File: src/rtl/queue_merge_pkg.sv
// Shared types and sizing helpers for the queue merge arbiter.
package queue_merge_pkg;

    // Arbitration FSM: IDLE picks round-robin, LOCKED holds one requester
    // until the last beat of its packet has been enqueued.
    typedef enum logic [0:0] {
        IDLE   = 1'b0,
        LOCKED = 1'b1
    } queue_merge_state_e;

    // Width of one queue entry: {src, last, msg}.
    function automatic int queue_merge_entry_nbits(input int num_reqs, input int msg_nbits);
        return $clog2(num_reqs) + 1 + msg_nbits;
    endfunction

endpackage

File: src/rtl/queue_merge_arbiter_rr_pick.sv
// Combinational round-robin picker: first valid requester at or after ptr,
// wrapping N-1 -> 0 explicitly so N need not be a power of two.
module queue_merge_rr_pick #(
    parameter int p_num_reqs  = 4,
    parameter int p_idx_nbits = $clog2(p_num_reqs)
) (
    input  logic [p_num_reqs-1:0]  val,
    input  logic [p_idx_nbits-1:0] ptr,
    output logic [p_num_reqs-1:0]  grant,
    output logic [p_idx_nbits-1:0] idx,
    output logic                   any
);

    localparam logic [p_idx_nbits:0] LP_N = (p_idx_nbits+1)'(p_num_reqs);

    logic [p_idx_nbits:0]   w_sum;
    logic [p_idx_nbits-1:0] w_cand;
    logic                   w_hit;

    // Walk candidates in priority order; the first valid one wins.
    always_comb begin
        grant  = '0;
        idx    = '0;
        any    = 1'b0;
        w_sum  = '0;
        w_cand = '0;
        w_hit  = 1'b0;
        for (int k = 0; k < p_num_reqs; k++) begin
            w_sum  = {1'b0, ptr} + (p_idx_nbits+1)'(k);
            w_cand = (w_sum >= LP_N) ? p_idx_nbits'(w_sum - LP_N) : p_idx_nbits'(w_sum);
            w_hit  = !any && val[w_cand];
            grant[w_cand] = grant[w_cand] | w_hit;
            idx    = w_hit ? w_cand : idx;
            any    = any | w_hit;
        end
    end

endmodule

File: src/rtl/vc_Queue.sv
// Small synchronous FIFO in the vc_Queue library style. The NORMAL flavour
// has no bypass and no pipelining: enq_rdy depends only on occupancy.
`ifndef VC_QUEUE_NORMAL
`define VC_QUEUE_NORMAL 4'b0000
`endif
`ifndef VC_QUEUE_PIPE
`define VC_QUEUE_PIPE 4'b0001
`endif

module vc_Queue #(
    parameter logic [3:0] p_type      = `VC_QUEUE_NORMAL,
    parameter int         p_msg_nbits = 1,
    parameter int         p_num_msgs  = 2
) (
    input  logic                   clk,
    input  logic                   reset,
    input  logic                   enq_val,
    output logic                   enq_rdy,
    input  logic [p_msg_nbits-1:0] enq_msg,
    output logic                   deq_val,
    input  logic                   deq_rdy,
    output logic [p_msg_nbits-1:0] deq_msg
);

    localparam int LP_AW = (p_num_msgs > 1) ? $clog2(p_num_msgs) : 1;
    localparam int LP_CW = $clog2(p_num_msgs + 1);
    localparam logic [LP_AW-1:0] LP_LAST_SLOT = LP_AW'(p_num_msgs - 1);
    localparam logic [LP_CW-1:0] LP_FULL      = LP_CW'(p_num_msgs);
    localparam logic             LP_PIPE      = p_type[0];

    logic [p_msg_nbits-1:0] r_mem [p_num_msgs];
    logic [LP_AW-1:0]       r_head;
    logic [LP_AW-1:0]       r_tail;
    logic [LP_CW-1:0]       r_count;
    logic                   w_full;
    logic                   w_do_enq;
    logic                   w_do_deq;

    assign w_full   = (r_count == LP_FULL);
    assign deq_val  = (r_count != LP_CW'(0));
    assign enq_rdy  = !w_full || (LP_PIPE && deq_rdy);
    assign deq_msg  = r_mem[r_head];
    assign w_do_enq = enq_val && enq_rdy;
    assign w_do_deq = deq_val && deq_rdy;

    // Storage, circular pointers with explicit wrap, and occupancy count.
    always_ff @(posedge clk or negedge reset) begin
        if (!reset) begin
            r_head  <= '0;
            r_tail  <= '0;
            r_count <= '0;
            for (int i = 0; i < p_num_msgs; i++) begin
                r_mem[i] <= '0;
            end
        end else begin
            if (w_do_enq) begin
                r_mem[r_tail] <= enq_msg;
                r_tail        <= (r_tail == LP_LAST_SLOT) ? LP_AW'(0) : r_tail + LP_AW'(1);
            end
            if (w_do_deq) begin
                r_head <= (r_head == LP_LAST_SLOT) ? LP_AW'(0) : r_head + LP_AW'(1);
            end
            case ({w_do_enq, w_do_deq})
                2'b10:   r_count <= r_count + LP_CW'(1);
                2'b01:   r_count <= r_count - LP_CW'(1);
                default: r_count <= r_count;
            endcase
        end
    end

endmodule

File: src/rtl/queue_merge_arbiter.sv
// Merges several val/rdy packet streams into one queue. Round-robin grant,
// held for a whole packet; each beat is tagged with its source and last flag.
`ifndef VC_QUEUE_NORMAL
`define VC_QUEUE_NORMAL 4'b0000
`endif

module queue_merge_arbiter
    import queue_merge_pkg::*;
#(
    parameter int p_num_reqs  = 4,
    parameter int p_msg_nbits = 32,
    parameter int p_num_msgs  = 2
) (
    input  logic                              clk,
    input  logic                              reset,
    input  logic [p_num_reqs-1:0]             istream_val,
    output logic [p_num_reqs-1:0]             istream_rdy,
    input  logic [p_num_reqs*p_msg_nbits-1:0] istream_msg,
    input  logic [p_num_reqs-1:0]             istream_last,
    output logic                              ostream_val,
    input  logic                              ostream_rdy,
    output logic [p_msg_nbits-1:0]            ostream_msg,
    output logic [$clog2(p_num_reqs)-1:0]     ostream_src,
    output logic                              ostream_last
);

    localparam int LP_SRC_NBITS   = $clog2(p_num_reqs);
    localparam int LP_ENTRY_NBITS = queue_merge_entry_nbits(p_num_reqs, p_msg_nbits);
    localparam logic [p_num_reqs-1:0]   LP_ONE     = {{(p_num_reqs-1){1'b0}}, 1'b1};
    localparam logic [LP_SRC_NBITS-1:0] LP_LAST_ID = LP_SRC_NBITS'(p_num_reqs - 1);

    queue_merge_state_e        r_state;
    logic [LP_SRC_NBITS-1:0]   r_ptr;
    logic [LP_SRC_NBITS-1:0]   r_lock_id;

    logic [p_num_reqs-1:0]     w_pick_grant;
    logic [LP_SRC_NBITS-1:0]   w_pick_idx;
    logic                      w_pick_any;
    logic [LP_SRC_NBITS-1:0]   w_sel;
    logic [p_num_reqs-1:0]     w_sel_onehot;
    logic                      w_sel_act;
    logic [LP_SRC_NBITS-1:0]   w_ptr_next;
    logic                      w_xfer;
    logic                      w_enq_rdy;
    logic [LP_ENTRY_NBITS-1:0] w_enq_msg;
    logic [LP_ENTRY_NBITS-1:0] w_deq_msg;

    queue_merge_rr_pick #(
        .p_num_reqs (p_num_reqs),
        .p_idx_nbits(LP_SRC_NBITS)
    ) u_pick (
        .val  (istream_val),
        .ptr  (r_ptr),
        .grant(w_pick_grant),
        .idx  (w_pick_idx),
        .any  (w_pick_any)
    );

    // Choose the requester currently allowed to enqueue.
    always_comb begin
        w_sel        = r_lock_id;
        w_sel_act    = 1'b0;
        w_sel_onehot = '0;
        case (r_state)
            IDLE: begin
                w_sel        = w_pick_idx;
                w_sel_act    = w_pick_any;
                w_sel_onehot = w_pick_grant;
            end
            LOCKED: begin
                w_sel        = r_lock_id;
                w_sel_act    = 1'b1;
                w_sel_onehot = LP_ONE << r_lock_id;
            end
            default: begin
                w_sel        = r_lock_id;
                w_sel_act    = 1'b0;
                w_sel_onehot = '0;
            end
        endcase
    end

    // Steer queue readiness to the selected requester; nothing is ready in reset.
    always_comb begin
        if (reset && w_sel_act && w_enq_rdy) begin
            istream_rdy = w_sel_onehot;
        end else begin
            istream_rdy = '0;
        end
    end

    assign w_xfer     = w_sel_act && istream_val[w_sel] && istream_rdy[w_sel];
    assign w_ptr_next = (w_sel == LP_LAST_ID) ? LP_SRC_NBITS'(0) : w_sel + LP_SRC_NBITS'(1);
    assign w_enq_msg  = {w_sel, istream_last[w_sel],
                         istream_msg[int'(w_sel)*p_msg_nbits +: p_msg_nbits]};

    // Arbitration state advances only on an accepted beat, so a full queue freezes it.
    always_ff @(posedge clk or negedge reset) begin
        if (!reset) begin
            r_state   <= IDLE;
            r_ptr     <= '0;
            r_lock_id <= '0;
        end else if (w_xfer) begin
            if (istream_last[w_sel]) begin
                r_state <= IDLE;
                r_ptr   <= w_ptr_next;
            end else begin
                r_state   <= LOCKED;
                r_lock_id <= w_sel;
            end
        end
    end

    vc_Queue #(
        .p_type     (`VC_QUEUE_NORMAL),
        .p_msg_nbits(LP_ENTRY_NBITS),
        .p_num_msgs (p_num_msgs)
    ) u_queue (
        .clk    (clk),
        .reset  (reset),
        .enq_val(w_xfer),
        .enq_rdy(w_enq_rdy),
        .enq_msg(w_enq_msg),
        .deq_val(ostream_val),
        .deq_rdy(ostream_rdy),
        .deq_msg(w_deq_msg)
    );

    assign ostream_src  = w_deq_msg[LP_ENTRY_NBITS-1 -: LP_SRC_NBITS];
    assign ostream_last = w_deq_msg[p_msg_nbits];
    assign ostream_msg  = w_deq_msg[p_msg_nbits-1:0];

endmodule

File: config.mk
export PLATFORM = sky130hd
export DESIGN_NAME = queue_merge_arbiter
export DESIGN_NICKNAME = d
export VERILOG_FILES = /design/src/rtl/queue_merge_pkg.sv /design/src/rtl/queue_merge_arbiter_rr_pick.sv /design/src/rtl/vc_Queue.sv /design/src/rtl/queue_merge_arbiter.sv
export SDC_FILE = /design/constraint.sdc
export NUM_CORES = 1
export LEC_CHECK = 0
export BUFFER_PORTS_ARGS = -buffer_cell sky130_fd_sc_hd__clkbuf_2
export CORE_ASPECT_RATIO = 2
export CORE_MARGIN = 2
export CORE_UTILIZATION = 52
export CTS_CLUSTER_SIZE = 40
export DETAILED_ROUTE_END_ITERATION = 7
export PLACE_DENSITY = 0.87
export SLEW_MARGIN = 40
export SYNTH_ARGS = -nofsm -noshare
export SYNTH_HDL_FRONTEND = slang
export SYNTH_SLANG_ARGS = --single-unit
File: constraint.sdc
create_clock -name clk -period 5.54 [get_ports clk]
set_clock_uncertainty 0.15 [all_clocks]
set_input_delay 0.831 -clock clk [delete_from_list [all_inputs] [get_ports clk]]
set_output_delay 0.831 -clock clk [all_outputs]
set_load 0.01 [all_outputs]
==> flow_summary.html, run 1 <==
<table>
<tr><th>Metric</th><th>Value</th></tr>
<tr><th colspan="2">Synth</th></tr>
<tr><td>Number of instances in the synthesized netlist</td><td>421</td></tr>
<tr><td>Adder-cell share of the synthesized area</td><td>1.13%</td></tr>
<tr><td>Leading register cell type out of synthesis</td><td>dfrtp_1</td></tr>
<tr><td>Async set-or-reset flop fraction in the synthesized netlist</td><td>100%</td></tr>
<tr><td>XOR/XNOR Fraction of Synth Area</td><td>0.950%</td></tr>
<tr><td>Post-Syn Nets</td><td>about 570</td></tr>
<tr><td>Number of flops mapped to enable cells by yosys</td><td>0</td></tr>
<tr><td>Register bit total from synthesis</td><td>79</td></tr>
<tr><td>Post-synthesis compound-gate area fraction</td><td>9.56%</td></tr>
<tr><td>Seq/Total Area, Yosys</td><td>between 30% and 40%</td></tr>
<tr><td>Proportion of synthesized area in mux cells</td><td>around two fifths</td></tr>
<tr><td>Synth cell types</td><td>66</td></tr>
<tr><td>Average instance area after synthesis</td><td>about 13 um^2</td></tr>
<tr><td>Simple-gate area share of the yosys netlist</td><td>6.65%</td></tr>
<tr><td>Yosys synthesis warning count</td><td>0</td></tr>
<tr><td>Cell area after synthesis</td><td>5530 um^2</td></tr>
<tr><td>Dominant combinational cell family by area after synthesis</td><td>multiplexers</td></tr>
<tr><th colspan="2">Power and ir drop</th></tr>
<tr><td>Share of total power in the clock network</td><td>11.5%</td></tr>
<tr><td>Pwr per Cell Area</td><td>758 nW/um^2</td></tr>
<tr><td>Logic gate share of total power</td><td>about two thirds</td></tr>
<tr><td>Net switching share of the total power</td><td>41.7%</td></tr>
<tr><td>Static Leakage</td><td>3.11 nW</td></tr>
<tr><td>Proportion of power drawn by flip-flops and latches</td><td>a little over a fifth</td></tr>
<tr><td>Maximum VDD drop</td><td>613 uV</td></tr>
<tr><td>P_sw</td><td>between 2 and 2.5 mW</td></tr>
<tr><td>Internal power summed over all cells</td><td>2.98 mW</td></tr>
<tr><th colspan="2">Floorplan</th></tr>
<tr><td>Total die area</td><td>approximately 12000 um^2</td></tr>
<tr><td>Standard-cell row count</td><td>53</td></tr>
<tr><td>Starting utilization of the core area</td><td>between 50% and 60%</td></tr>
<tr><td>Height of the chip</td><td>150 um</td></tr>
<tr><td>Horiz. Die Dim</td><td>between 70 and 80 um</td></tr>
<tr><td>Core Box Area</td><td>10400 um^2</td></tr>
<tr><td>Top-Level Pins</td><td>approximately 180</td></tr>
<tr><th colspan="2">Route</th></tr>
<tr><td>Wire length per cell after detailed routing</td><td>20.1 um</td></tr>
<tr><td>Wirelength, routed</td><td>14600 um</td></tr>
<tr><td>Detailed router's first-iteration violation count</td><td>355</td></tr>
<tr><td>Number of DRC violations after detailed routing</td><td>0</td></tr>
<tr><td>Via count</td><td>4285</td></tr>
<tr><td>Post-DR vias/cell</td><td>5.91</td></tr>
<tr><td>Drt pass-1 iters</td><td>4</td></tr>
<tr><td>Count of nets left with antenna violations after detail routing</td><td>0</td></tr>
<tr><th colspan="2">Status</th></tr>
<tr><td>Outcome</td><td>finished clean</td></tr>
<tr><th colspan="2">Global route</th></tr>
<tr><td>Number of global-route vias before repair</td><td>4653</td></tr>
<tr><td>Number of antenna violations at the first check in global routing</td><td>0</td></tr>
<tr><td>Wire length of the first global-routing pass</td><td>23200 um</td></tr>
<tr><td>Remaining global-route overflow</td><td>0</td></tr>
<tr><td>Largest net degree at the start of global routing</td><td>80</td></tr>
<tr><td>GRT Total Usage</td><td>25.8%</td></tr>
<tr><th colspan="2">Place</th></tr>
<tr><td>Final weighted congestion of routability-driven global placement</td><td>roughly 0.91</td></tr>
<tr><td>Detail Placement HPWL</td><td>11000 um</td></tr>
<tr><td>Total instance count after detailed placement</td><td>a little over 700</td></tr>
<tr><td>Input/output buffers</td><td>178</td></tr>
<tr><th colspan="2">STA</th></tr>
<tr><td>Shortest period the worst path allows</td><td>4.91 ns</td></tr>
<tr><td>Final Hold Fails</td><td>0</td></tr>
<tr><td>Final Max Slew Viols</td><td>0</td></tr>
<tr><td>Worst slew margin relative to its limit</td><td>43.3%</td></tr>
<tr><td>RSZ-0062 raised after global routing</td><td>false</td></tr>
<tr><td>Maximum achievable frequency</td><td>203 MHz</td></tr>
<tr><td>Actual transition at the worst max-transition pin</td><td>~0.83 ns</td></tr>
<tr><td>Final setup violation count</td><td>0</td></tr>
<tr><td>Final worst-path cycle share</td><td>88.7%</td></tr>
<tr><td>Summed negative setup slack over all endpoints</td><td>0 ns</td></tr>
<tr><th colspan="2">Clock network</th></tr>
<tr><td>Post-CTS Resized</td><td>0</td></tr>
<tr><td>Post-CTS Setup Bufs</td><td>0</td></tr>
<tr><td>Sinks on the clock net</td><td>79</td></tr>
<tr><td>Total CTS buffers</td><td>9</td></tr>
<tr><td>TritonCTS clock tree</td><td>built</td></tr>
<tr><td>Worst-Skew Late Latency</td><td>0.33 ns</td></tr>
<tr><td>Buffer levels on the longest clock path</td><td>2</td></tr>
<tr><td>Hold Buf Count CTS</td><td>0</td></tr>
<tr><td>Clk pin slew, worst setup/hold paths</td><td>0.06 ns</td></tr>
<tr><td>Buffer type at the clock tree root</td><td>clkbuf_16</td></tr>
<tr><td>Number of H-tree levels</td><td>3</td></tr>
<tr><th colspan="2">Layout</th></tr>
<tr><td>Finished Layout Cells</td><td>725</td></tr>
<tr><td>Total Nets Final</td><td>727</td></tr>
<tr><td>Antenna cell count</td><td>0</td></tr>
<tr><td>Total of fill cells in the finished design</td><td>784</td></tr>
<tr><td>Share of final-layout standard cells stronger than drive strength 1</td><td>56.0%</td></tr>
<tr><td>Area Overhead vs Synth</td><td>21.7%</td></tr>
<tr><th colspan="2">Critical path</th></tr>
<tr><td>Type of the worst setup path</td><td>flip-flop to output port</td></tr>
<tr><td>Worst EP required</td><td>~4.6 ns</td></tr>
<tr><td>Crit end category</td><td>output port</td></tr>
<tr><td>Arr. time, crit path</td><td>3.93 ns</td></tr>
<tr><td>Critical path fanouts, max</td><td>7</td></tr>
<tr><td>Type of origin of the critical path</td><td>flip-flop</td></tr>
<tr><th colspan="2">Hold path</th></tr>
<tr><td>Hold/Removal Path Class</td><td>flip-flop to flip-flop</td></tr>
<tr><th colspan="2">Job</th></tr>
<tr><td>Reported max-cap violation count</td><td>0</td></tr>
</table>
state kept, by name, indices dropped and copies added (netlist names):
signal and cells:
u_queue.r_tail 1, r_state 1, u_queue.r_mem 70, u_queue.r_count 2
r_ptr 2, u_queue.r_head 1, r_lock_id 2
logic make-up (layout without fill, tap and decap cells):
logic type,after synthesis,after routing
compound gates,66,66
xor+xnor,6,6
mux,153,153
fa+ha+maj,5,5
simple gates,65,65
flops,79,79
buf+inv,47,214
cell usage after synthesis (5+ instances only):
cell      number  area [um^2]
a21oi_1       12         60.1
buf_2          5         25.0
buf_6          5         56.3
clkbuf_1      18         67.6
dfrtp_1       79         1980
ha_1           5         62.6
inv_1         14         52.6
mux2_1        28          315
mux2_2        49          552
mux2_4        28          420
mux2i_1        9         90.1
mux4_2        38          856
nand2_1       15         56.3
nand2b_1       7         43.8
nor2_1        12         45.0
nor2b_1        6         37.5
o21ai_0        9         45.0
xnor2_1        5         43.8
critical path, stage by stage (launching register included):
cell and delay [ns]:
dfrtp_1 0.47, inv_1 0.18, ha_1 0.35, mux4_2 0.60, nor3_1 0.34, a211oi_2 0.13
or2_1 0.29, and3_1 0.17, a2111oi_0 0.66, o31a_1 0.25, clkbuf_2 0.14
power by group through the flow:
| stage | logic (mW) | clock network (mW) | registers, mW |
|---|---|---|---|
| after detailed placement | 3.41 | 0 | 1.10 |
| after global routing | 3.67 | 0.620 | 1.13 |
| after CTS | 3.43 | 0.601 | 1.10 |
| after floorplan | 2.73 | 0 | 1.01 |
| final | 3.42 | 0.588 | 1.10 |
| after global placement | 3.30 | 0 | 1.07 |
area by class of cell:
type | count | area (um^2) | share of cell area (%)
Multi-Input combinational cell | 295 | 3290 | 48.9
Tap cell | 137 | 171 | 2.55
Sequential cell | 79 | 1980 | 29.4
Clock buffer | 10 | 239 | 3.55
Clock inverter | 6 | 60.1 | 0.892
Inverter | 14 | 52.6 | 0.780
Timing Repair Buffer | 184 | 942 | 14.0
final timing paths:
check	from	end	slack [ns]	cells past startpoint
hold reg to reg	u_queue.r_mem[40]$_DFFE_PN0P_	u_queue.r_mem[40]$_DFFE_PN0P_	0.34	1
setup reg to reg	r_ptr[1]$_DFFE_PN0P_	u_queue.r_mem[1]$_DFFE_PN0P_	0.72	11
max in group asynchronous	reset	u_queue.r_mem[11]$_DFFE_PN0P_	4.28	2
setup / recovery	r_ptr[1]$_DFFE_PN0P_	istream_rdy[2]	0.63	10
min in group asynchronous	reset	u_queue.r_mem[61]$_DFFE_PN0P_	0.49	2
hold / removal	u_queue.r_mem[40]$_DFFE_PN0P_	u_queue.r_mem[40]$_DFFE_PN0P_	0.34	1
layer usage:
layer | global-route usage (%) | share of wire, % | vias up | routed length [um]
met5 | 0 | 0 | - | 0
met1 | 27.4 | 35 | 2108 | 5050
li1 | - | - | 1938 | -
met3 | 4.83 | 5.5 | 49 | 801
met2 | 47.5 | 55 | 190 | 8020
met4 | 14.2 | 4.8 | 0 | 696
layout by cell type, fill, tap and decap left out, drive strengths merged, types with 3 or more instances in the layout:
cell / netlist / routed
a211o: 3 / 3
nor2b: 6 / 6
nor3: 4 / 4
nand3: 4 / 4
dfrtp: 79 / 79
a21oi: 12 / 12
nor2: 12 / 12
xnor2: 5 / 5
clkinv: 0 / 3
a211oi: 4 / 4
buf: 15 / 7
o21ai: 10 / 10
o22ai: 3 / 3
a2111oi: 4 / 4
and2: 4 / 4
a221oi: 4 / 4
clkbuf: 18 / 187
mux4: 39 / 39
a21o: 3 / 3
nand2b: 7 / 7
o21a: 3 / 3
mux2i: 9 / 9
inv: 14 / 14
nand2: 15 / 15
mux2: 105 / 105
and3: 3 / 3
ha: 5 / 5
metrics by stage:
stage / total power, mW / utilization, % / hold WS [ns] / setup slack [ns] / instance area (um^2)
3_3_place_gp: 4.37 / 61.8 / 0.320 / 0.681 / 6430
6_report: 5.11 / 64.7 / 0.341 / 0.626 / 6730
3_5_place_dp: 4.51 / 61.8 / 0.321 / 0.595 / 6430
5_1_grt: 5.42 / 64.7 / 0.353 / 0.506 / 6730
4_1_cts: 5.13 / 64.7 / 0.339 / 0.670 / 6730
2_1_floorplan: 3.75 / - / 0.302 / 1.20 / 5530
Power figures use the tool's default switching activity.
==> inputs of run 2 (changes only) <==
CORE_UTILIZATION = 56   (was 52)
CTS_CLUSTER_DIAMETER = 30   (was unset)
MAX_ROUTING_LAYER = met4   (was unset)
PLACE_DENSITY = 0.92   (was 0.87)
clock period = 6.3 ns   (was 5.54 ns; I/O delays follow)
==> run 2 against run 1 <==
Sequential power decreased by 11%. Via count increased by 3.7%. Clock-buffer cell count increased by 4. First-iteration DRC count decreased by 21%. Utilization increased by 4.2 points. Flip-flop and latch count unchanged. Hold slack got worse by 0.0027 ns. Register-to-register slack improved by 0.36 ns. Critical path depth unchanged.
==> flow_summary.html, run 2 (synthesis gave the netlist of run 1 again) <==
<table>
<tr><th>Metric</th><th>Value</th></tr>
<tr><th colspan="2">Status</th></tr>
<tr><td>Outcome</td><td>finished clean</td></tr>
<tr><th colspan="2">Power and ir drop</th></tr>
<tr><td>Proportion of power drawn by flip-flops and latches</td><td>22.0%</td></tr>
<tr><td>Logic gate share of total power</td><td>67.7%</td></tr>
<tr><td>Static Leakage</td><td>3.09 nW</td></tr>
<tr><td>Internal power summed over all cells</td><td>2.58 mW</td></tr>
<tr><td>Share of total power in the clock network</td><td>10.3%</td></tr>
<tr><td>Maximum VDD drop</td><td>433 uV</td></tr>
<tr><td>Pwr per Cell Area</td><td>668 nW/um^2</td></tr>
<tr><td>P_sw</td><td>1.89 mW</td></tr>
<tr><td>Net switching share of the total power</td><td>about 42%</td></tr>
<tr><th colspan="2">Route</th></tr>
<tr><td>Met3 wire len</td><td>976 um</td></tr>
<tr><td>Highest metal layer with signal wires</td><td>met4</td></tr>
<tr><td>Number of DRC violations after detailed routing</td><td>0</td></tr>
<tr><td>Met1 wire length</td><td>5390 um</td></tr>
<tr><td>Wire length per cell after detailed routing</td><td>21.6 um</td></tr>
<tr><td>Via count</td><td>4442</td></tr>
<tr><td>Drt pass-1 iters</td><td>4</td></tr>
<tr><td>Post-DR vias/cell</td><td>6.18</td></tr>
<tr><td>Detailed router's first-iteration violation count</td><td>roughly 280</td></tr>
<tr><td>Wirelength, routed</td><td>15500 um</td></tr>
<tr><td>Count of nets left with antenna violations after detail routing</td><td>0</td></tr>
<tr><td>Routed wl met2</td><td>roughly 8400 um</td></tr>
<tr><th colspan="2">Clock network</th></tr>
<tr><td>Total CTS buffers</td><td>9</td></tr>
<tr><td>Post-CTS Setup Bufs</td><td>0</td></tr>
<tr><td>Hold Buf Count CTS</td><td>0</td></tr>
<tr><td>Buffer type at the clock tree root</td><td>clkbuf_16</td></tr>
<tr><td>Worst-Skew Late Latency</td><td>about 0.33 ns</td></tr>
<tr><td>Sinks on the clock net</td><td>79</td></tr>
<tr><td>Post-CTS Resized</td><td>0</td></tr>
<tr><td>Clk pin slew, worst setup/hold paths</td><td>roughly 0.05 ns</td></tr>
<tr><td>Buffer levels on the longest clock path</td><td>2</td></tr>
<tr><td>Number of H-tree levels</td><td>3</td></tr>
<tr><td>TritonCTS clock tree</td><td>built</td></tr>
<tr><th colspan="2">Layout</th></tr>
<tr><td>Top reg by flops</td><td>u_queue.r_mem</td></tr>
<tr><td>Max reg flops</td><td>70</td></tr>
<tr><td>Share of final-layout standard cells stronger than drive strength 1</td><td>55.1%</td></tr>
<tr><td>Most frequent standard cell in the layout excluding fill and tap cells</td><td>clkbuf_2</td></tr>
<tr><td>Design Area, Final</td><td>6680 um^2</td></tr>
<tr><td>Most frequent cells in the layout</td><td>177 x clkbuf_2, 79 x dfrtp_1, 49 x mux2_2</td></tr>
<tr><td>Total of fill cells in the finished design</td><td>686</td></tr>
<tr><td>Area Overhead vs Synth</td><td>20.8%</td></tr>
<tr><td>Final core utilization</td><td>68.9%</td></tr>
<tr><td>Total Nets Final</td><td>726</td></tr>
<tr><th colspan="2">Global route</th></tr>
<tr><td>Remaining global-route overflow</td><td>0</td></tr>
<tr><td>Number of global-route vias before repair</td><td>roughly 4800</td></tr>
<tr><td>GRT Total Usage</td><td>30.1%</td></tr>
<tr><td>Number of antenna violations at the first check in global routing</td><td>1</td></tr>
<tr><td>Wire length of the first global-routing pass</td><td>roughly 24000 um</td></tr>
<tr><td>Largest net degree at the start of global routing</td><td>80</td></tr>
<tr><th colspan="2">Floorplan</th></tr>
<tr><td>Total die area</td><td>10700 um^2</td></tr>
<tr><td>Core Box Area</td><td>9700 um^2</td></tr>
<tr><td>Height of the chip</td><td>145 um</td></tr>
<tr><td>Horiz. Die Dim</td><td>74.3 um</td></tr>
<tr><td>Standard-cell row count</td><td>51</td></tr>
<tr><td>Starting utilization of the core area</td><td>57.1%</td></tr>
<tr><td>Top-Level Pins</td><td>approximately 180</td></tr>
<tr><th colspan="2">STA</th></tr>
<tr><td>Final setup violation count</td><td>0</td></tr>
<tr><td>Summed negative setup slack over all endpoints</td><td>0 ns</td></tr>
<tr><td>Maximum achievable frequency</td><td>185 MHz</td></tr>
<tr><td>Final Max Slew Viols</td><td>0</td></tr>
<tr><td>Final Hold Fails</td><td>0</td></tr>
<tr><td>Actual transition at the worst max-transition pin</td><td>0.812 ns</td></tr>
<tr><td>Shortest period the worst path allows</td><td>5.40 ns</td></tr>
<tr><td>RSZ-0062 raised after global routing</td><td>false</td></tr>
<tr><td>Worst slew margin relative to its limit</td><td>44.5%</td></tr>
<tr><td>Final worst-path cycle share</td><td>between 80% and 90%</td></tr>
<tr><th colspan="2">Place</th></tr>
<tr><td>Final weighted congestion of routability-driven global placement</td><td>around 1</td></tr>
<tr><td>Instance area after placement</td><td>6420 um^2</td></tr>
<tr><td>Input/output buffers</td><td>roughly 180</td></tr>
<tr><td>Detail Placement HPWL</td><td>11600 um</td></tr>
<tr><th colspan="2">Critical path</th></tr>
<tr><td>Cell family with the largest share of critical-path delay</td><td>compound AO/OA/AOI/OAI gates</td></tr>
<tr><td>Arr. time, crit path</td><td>4.30 ns</td></tr>
<tr><td>Number of buffers and inverters on the critical path</td><td>2</td></tr>
<tr><td>Crit end category</td><td>output port</td></tr>
<tr><td>Type of the worst setup path</td><td>flip-flop to output port</td></tr>
<tr><td>Cells traversed along the worst timing path</td><td>inv_1 &gt; ha_1 &gt; mux4_2 &gt; nor3_1 &gt; a211oi_2 &gt; or2_1 &gt; and3_1 &gt; a2111oi_0 &gt; o31a_1 &gt; clkbuf_2</td></tr>
<tr><td>CP peak stage delay</td><td>0.75 ns</td></tr>
<tr><td>Critical path fanouts, max</td><td>17</td></tr>
<tr><td>Worst EP required</td><td>5.20 ns</td></tr>
<tr><td>Critical path's slowest cell</td><td>ha_1</td></tr>
<tr><td>Type of origin of the critical path</td><td>flip-flop</td></tr>
<tr><th colspan="2">Job</th></tr>
<tr><td>Reported max-cap violation count</td><td>0</td></tr>
<tr><th colspan="2">Hold path</th></tr>
<tr><td>Hold/Removal Path Class</td><td>flip-flop to flip-flop</td></tr>
</table>
## run 2: cell count changes in the layout (fill, tap and decap cells not counted), sizes merged
cell and change:
buf -1, bufinv -1, clkbuf +4, clkinv -2, clkinvlp -2, diode +1
## run 2: routing by layer
metal  global-route usage [%]  up-vias
li1                         -     1937
met1                     32.0     2219
met2                     51.4      227
met3                     5.30       59
met4                     17.3        0
met5                        -        -
## run 2: path summary, 6_finish.rpt
check	cells past startpoint	end	slack, ns	startpoint
worst max-delay path	10	istream_rdy[2]	0.90	r_ptr[1]$_DFFE_PN0P_
worst min-delay path	1	u_queue.r_mem[43]$_DFFE_PN0P_	0.34	u_queue.r_mem[43]$_DFFE_PN0P_
worst max register to register	11	u_queue.r_mem[3]$_DFFE_PN0P_	1.08	r_ptr[1]$_DFFE_PN0P_
worst min register to register	1	u_queue.r_mem[43]$_DFFE_PN0P_	0.34	u_queue.r_mem[43]$_DFFE_PN0P_
max in group asynchronous	2	u_queue.r_mem[52]$_DFFE_PN0P_	4.92	reset
min in group asynchronous	2	u_queue.r_mem[66]$_DFFE_PN0P_	0.61	reset
## run 2: metrics by stage
stage | instances | setup WS [ns] | hold slack, ns | power (mW)
after floorplan | 421 | 1.87 | 0.302 | 3.30
after global placement | 703 | 1.29 | 0.318 | 3.83
after detailed placement | 703 | 1.12 | 0.330 | 3.95
after CTS | 718 | 0.928 | 0.343 | 4.45
after global routing | 719 | 0.736 | 0.358 | 4.73
final | 719 | 0.900 | 0.338 | 4.46
## run 2: area by class of cell
type / instances / area (um^2) / share of cell area, %
clock buffer: 14 / 254 / 3.80
timing repair buffer: 183 / 935 / 14.0
sequential: 79 / 1980 / 29.6
tap: 132 / 165 / 2.47
inverter: 14 / 52.6 / 0.786
clock inverter: 1 / 5.00 / 0.0749
antenna: 1 / 2.50 / 0.0374
multi-input combinational: 295 / 3290 / 49.3
## run 2: power groups by stage
| stage | Clock (mW) | Sequential, mW | Combinational (mW) |
|---|---|---|---|
| 2_1_floorplan | 0 | 0.891 | 2.40 |
| 3_3_place_gp | 0 | 0.950 | 2.88 |
| 3_5_place_dp | 0 | 0.972 | 2.98 |
| 4_1_cts | 0.466 | 0.971 | 3.02 |
| 5_1_grt | 0.491 | 1.01 | 3.24 |
| 6_report | 0.461 | 0.980 | 3.02 |
## run 2: worst reg2reg max path: stages (launching register included)
cell and delay (ns):
dfrtp_1 0.48, inv_1 0.17, ha_1 0.75, mux4_2 0.70, nor3_1 0.21, a211oi_2 0.09, or2_1 0.29, and3_1 0.18
a2111oi_0 0.71, o31a_4 0.29, and3_4 0.64, mux2_2 0.44
==> inputs of run 3 (changes only) <==
ABC_CLOCK_PERIOD_IN_PS = 6300   (was unset)
CORE_ASPECT_RATIO = 0.8   (was 2)
==> run 3 against run 2 <==
Register-to-register slack gained 0.05 ns. Critical path depth is the same. Flip-flop and latch count is the same. First-iteration DRC count shrank 2.8%. Setup slack gained 0.053 ns. Non-clock buffer count shrank 1. Largest cell class unchanged.
==> flow_summary.html, run 3 (synthesis gave the netlist of run 1 again) <==
<table>
<tr><th>Metric</th><th>Value</th></tr>
<tr><th colspan="2">Status</th></tr>
<tr><td>Outcome</td><td>finished clean</td></tr>
<tr><th colspan="2">Power and ir drop</th></tr>
<tr><td>Maximum VDD drop</td><td>306 uV</td></tr>
<tr><td>Static Leakage</td><td>just over 3 nW</td></tr>
<tr><td>Pwr per Cell Area</td><td>roughly 670 nW/um^2</td></tr>
<tr><td>Final total power</td><td>4.46 mW</td></tr>
<tr><th colspan="2">Floorplan</th></tr>
<tr><td>Starting utilization of the core area</td><td>57.6%</td></tr>
<tr><td>Total die area</td><td>10700 um^2</td></tr>
<tr><td>Top-Level Pins</td><td>179</td></tr>
<tr><td>Standard-cell row count</td><td>32</td></tr>
<tr><td>Horiz. Die Dim</td><td>between 100 and 150 um</td></tr>
<tr><td>Core Box Area</td><td>9610 um^2</td></tr>
<tr><td>Height of the chip</td><td>92.9 um</td></tr>
<tr><th colspan="2">Route</th></tr>
<tr><td>Wirelength, routed</td><td>14600 um</td></tr>
<tr><td>Number of DRC violations after detailed routing</td><td>0</td></tr>
<tr><td>Via count</td><td>around 4400</td></tr>
<tr><td>Wire length per cell after detailed routing</td><td>around 21 um</td></tr>
<tr><td>Count of nets left with antenna violations after detail routing</td><td>0</td></tr>
<tr><td>Drt pass-1 iters</td><td>5</td></tr>
<tr><td>Detailed router's first-iteration violation count</td><td>274</td></tr>
<tr><td>Post-DR vias/cell</td><td>6.25</td></tr>
<tr><th colspan="2">STA</th></tr>
<tr><td>Summed negative setup slack over all endpoints</td><td>0 ns</td></tr>
<tr><td>Worst Hold Slack</td><td>0.335 ns</td></tr>
<tr><td>Worst setup slack after layout</td><td>0.953 ns</td></tr>
<tr><td>Final Hold Fails</td><td>0</td></tr>
<tr><td>Actual transition at the worst max-transition pin</td><td>roughly 0.75 ns</td></tr>
<tr><td>Final setup violation count</td><td>0</td></tr>
<tr><td>Final worst-path cycle share</td><td>84.9%</td></tr>
<tr><td>Maximum achievable frequency</td><td>187 MHz</td></tr>
<tr><td>RSZ-0062 raised after global routing</td><td>false</td></tr>
<tr><td>Worst slew margin relative to its limit</td><td>between 40% and 50%</td></tr>
<tr><td>Final Max Slew Viols</td><td>0</td></tr>
<tr><td>Shortest period the worst path allows</td><td>5.35 ns</td></tr>
<tr><th colspan="2">Global route</th></tr>
<tr><td>Remaining global-route overflow</td><td>0</td></tr>
<tr><td>GR Util met1</td><td>roughly a third</td></tr>
<tr><td>Number of global-route vias before repair</td><td>roughly 4500</td></tr>
<tr><td>Gr busiest metal</td><td>met2</td></tr>
<tr><td>Wire length of the first global-routing pass</td><td>~23000 um</td></tr>
<tr><td>Largest net degree at the start of global routing</td><td>43</td></tr>
<tr><td>GRT Total Usage</td><td>28.4%</td></tr>
<tr><td>Number of antenna violations at the first check in global routing</td><td>0</td></tr>
<tr><td>Met2 Resource Use GR</td><td>between 40 and 50%</td></tr>
<tr><td>Grt met3 use</td><td>5.63%</td></tr>
<tr><th colspan="2">Clock network</th></tr>
<tr><td>Number of H-tree levels</td><td>3</td></tr>
<tr><td>Post-CTS Setup Bufs</td><td>0</td></tr>
<tr><td>Post-CTS Resized</td><td>0</td></tr>
<tr><td>Worst-Skew Late Latency</td><td>0.33 ns</td></tr>
<tr><td>Buffer levels on the longest clock path</td><td>2</td></tr>
<tr><td>TritonCTS clock tree</td><td>built</td></tr>
<tr><td>Clk pin slew, worst setup/hold paths</td><td>0.05 ns</td></tr>
<tr><td>Sinks on the clock net</td><td>79</td></tr>
<tr><td>Hold Buf Count CTS</td><td>0</td></tr>
<tr><td>Buffer type at the clock tree root</td><td>clkbuf_16</td></tr>
<tr><td>Total CTS buffers</td><td>9</td></tr>
<tr><th colspan="2">Critical path</th></tr>
<tr><td>Cells traversed along the worst timing path</td><td>inv_1 &gt; ha_1 &gt; mux4_2 &gt; nor3_1 &gt; a211oi_2 &gt; or2_1 &gt; and3_1 &gt; a2111oi_1 &gt; o31a_1 &gt; clkbuf_2</td></tr>
<tr><td>CP peak stage delay</td><td>around 0.75 ns</td></tr>
<tr><td>Type of origin of the critical path</td><td>flip-flop</td></tr>
<tr><td>Arr. time, crit path</td><td>4.25 ns</td></tr>
<tr><td>Critical path's slowest cell</td><td>ha_1</td></tr>
<tr><td>Number of buffers and inverters on the critical path</td><td>2</td></tr>
<tr><td>Critical path fanouts, max</td><td>17</td></tr>
<tr><td>Crit end category</td><td>output port</td></tr>
<tr><td>Worst EP required</td><td>5.20 ns</td></tr>
<tr><td>Cell family with the largest share of critical-path delay</td><td>compound AO/OA/AOI/OAI gates</td></tr>
<tr><td>Type of the worst setup path</td><td>flip-flop to output port</td></tr>
<tr><th colspan="2">Hold path</th></tr>
<tr><td>Hold/Removal Path Class</td><td>flip-flop to flip-flop</td></tr>
<tr><th colspan="2">Place</th></tr>
<tr><td>Total instance count after detailed placement</td><td>689</td></tr>
<tr><td>Final weighted congestion of routability-driven global placement</td><td>0.908</td></tr>
<tr><td>Detail Placement HPWL</td><td>10800 um</td></tr>
<tr><td>Instance area after placement</td><td>6390 um^2</td></tr>
<tr><td>Dpl ws</td><td>1.09 ns</td></tr>
<tr><td>Input/output buffers</td><td>178</td></tr>
<tr><th colspan="2">Layout</th></tr>
<tr><td>Most frequent standard cell in the layout excluding fill and tap cells</td><td>clkbuf_2</td></tr>
<tr><td>Finished Layout Cells</td><td>703</td></tr>
<tr><td>Final core utilization</td><td>a little over two thirds</td></tr>
<tr><td>Total Nets Final</td><td>slightly above 700</td></tr>
<tr><td>Design Area, Final</td><td>6660 um^2</td></tr>
<tr><td>Antenna cell count</td><td>0</td></tr>
<tr><td>Share of final-layout standard cells stronger than drive strength 1</td><td>55.5%</td></tr>
<tr><td>Max reg flops</td><td>70</td></tr>
<tr><td>Top reg by flops</td><td>u_queue.r_mem</td></tr>
<tr><td>Area Overhead vs Synth</td><td>20.4%</td></tr>
<tr><td>Most frequent cells in the layout</td><td>177 x clkbuf_2, 78 x dfrtp_1, 49 x mux2_2</td></tr>
<tr><th colspan="2">Job</th></tr>
<tr><td>Reported max-cap violation count</td><td>0</td></tr>
</table>
run 3: cell types whose count changed in the layout (fill, tap and decap cells not counted):
cell	change
buf_6	-1
clkbuf_1	-2
clkbuf_8	+1
dfrtp_1	-1
dfrtp_4	+1
diode_2	-1
run 3: worst paths after layout:
kind	start	to	slack [ns]	cells past startpoint
worst max-delay path	r_ptr[1]$_DFFE_PN0P_	istream_rdy[2]	0.95	10
worst min-delay path	u_queue.r_mem[66]$_DFFE_PN0P_	u_queue.r_mem[66]$_DFFE_PN0P_	0.34	1
worst max register to register	r_ptr[1]$_DFFE_PN0P_	u_queue.r_mem[3]$_DFFE_PN0P_	1.13	11
worst min register to register	u_queue.r_mem[66]$_DFFE_PN0P_	u_queue.r_mem[66]$_DFFE_PN0P_	0.34	1
max in group asynchronous	reset	u_queue.r_head$_DFFE_PN0P_	4.62	2
min in group asynchronous	reset	u_queue.r_mem[48]$_DFFE_PN0P_	0.43	1
run 3: area by class of cell:
| type | count | area, um^2 |
|---|---|---|
| multi-input combinational | 295 | 3290 |
| fill | 665 | 2950 |
| sequential | 79 | 1980 |
| timing repair buffer | 182 | 923 |
| clock buffer | 13 | 260 |
| tap | 119 | 149 |
| inverter | 14 | 52.6 |
| clock inverter | 1 | 5.00 |
run 3: report_power, final:
part           switching [mW]  leakage [nW]  internal [mW]
registers               0.221         0.937          0.791
logic                    1.47          2.02           1.51
clock network           0.185         0.132          0.283
run 3: metal layers:
metal	up-vias	part of all wire [%]
met5	-	0
met4	0	1.9
met3	30	6.2
met2	201	52
met1	2223	40
li1	1937	-
run 3: worst register-to-register path, stage by stage (launching register included):
cell and delay (ns):
dfrtp_1 0.46, inv_1 0.17, ha_1 0.76, mux4_2 0.70
nor3_1 0.25, a211oi_2 0.11, or2_1 0.30, and3_1 0.18
a2111oi_1 0.61, o31a_4 0.28, and3_4 0.65, mux2_2 0.44
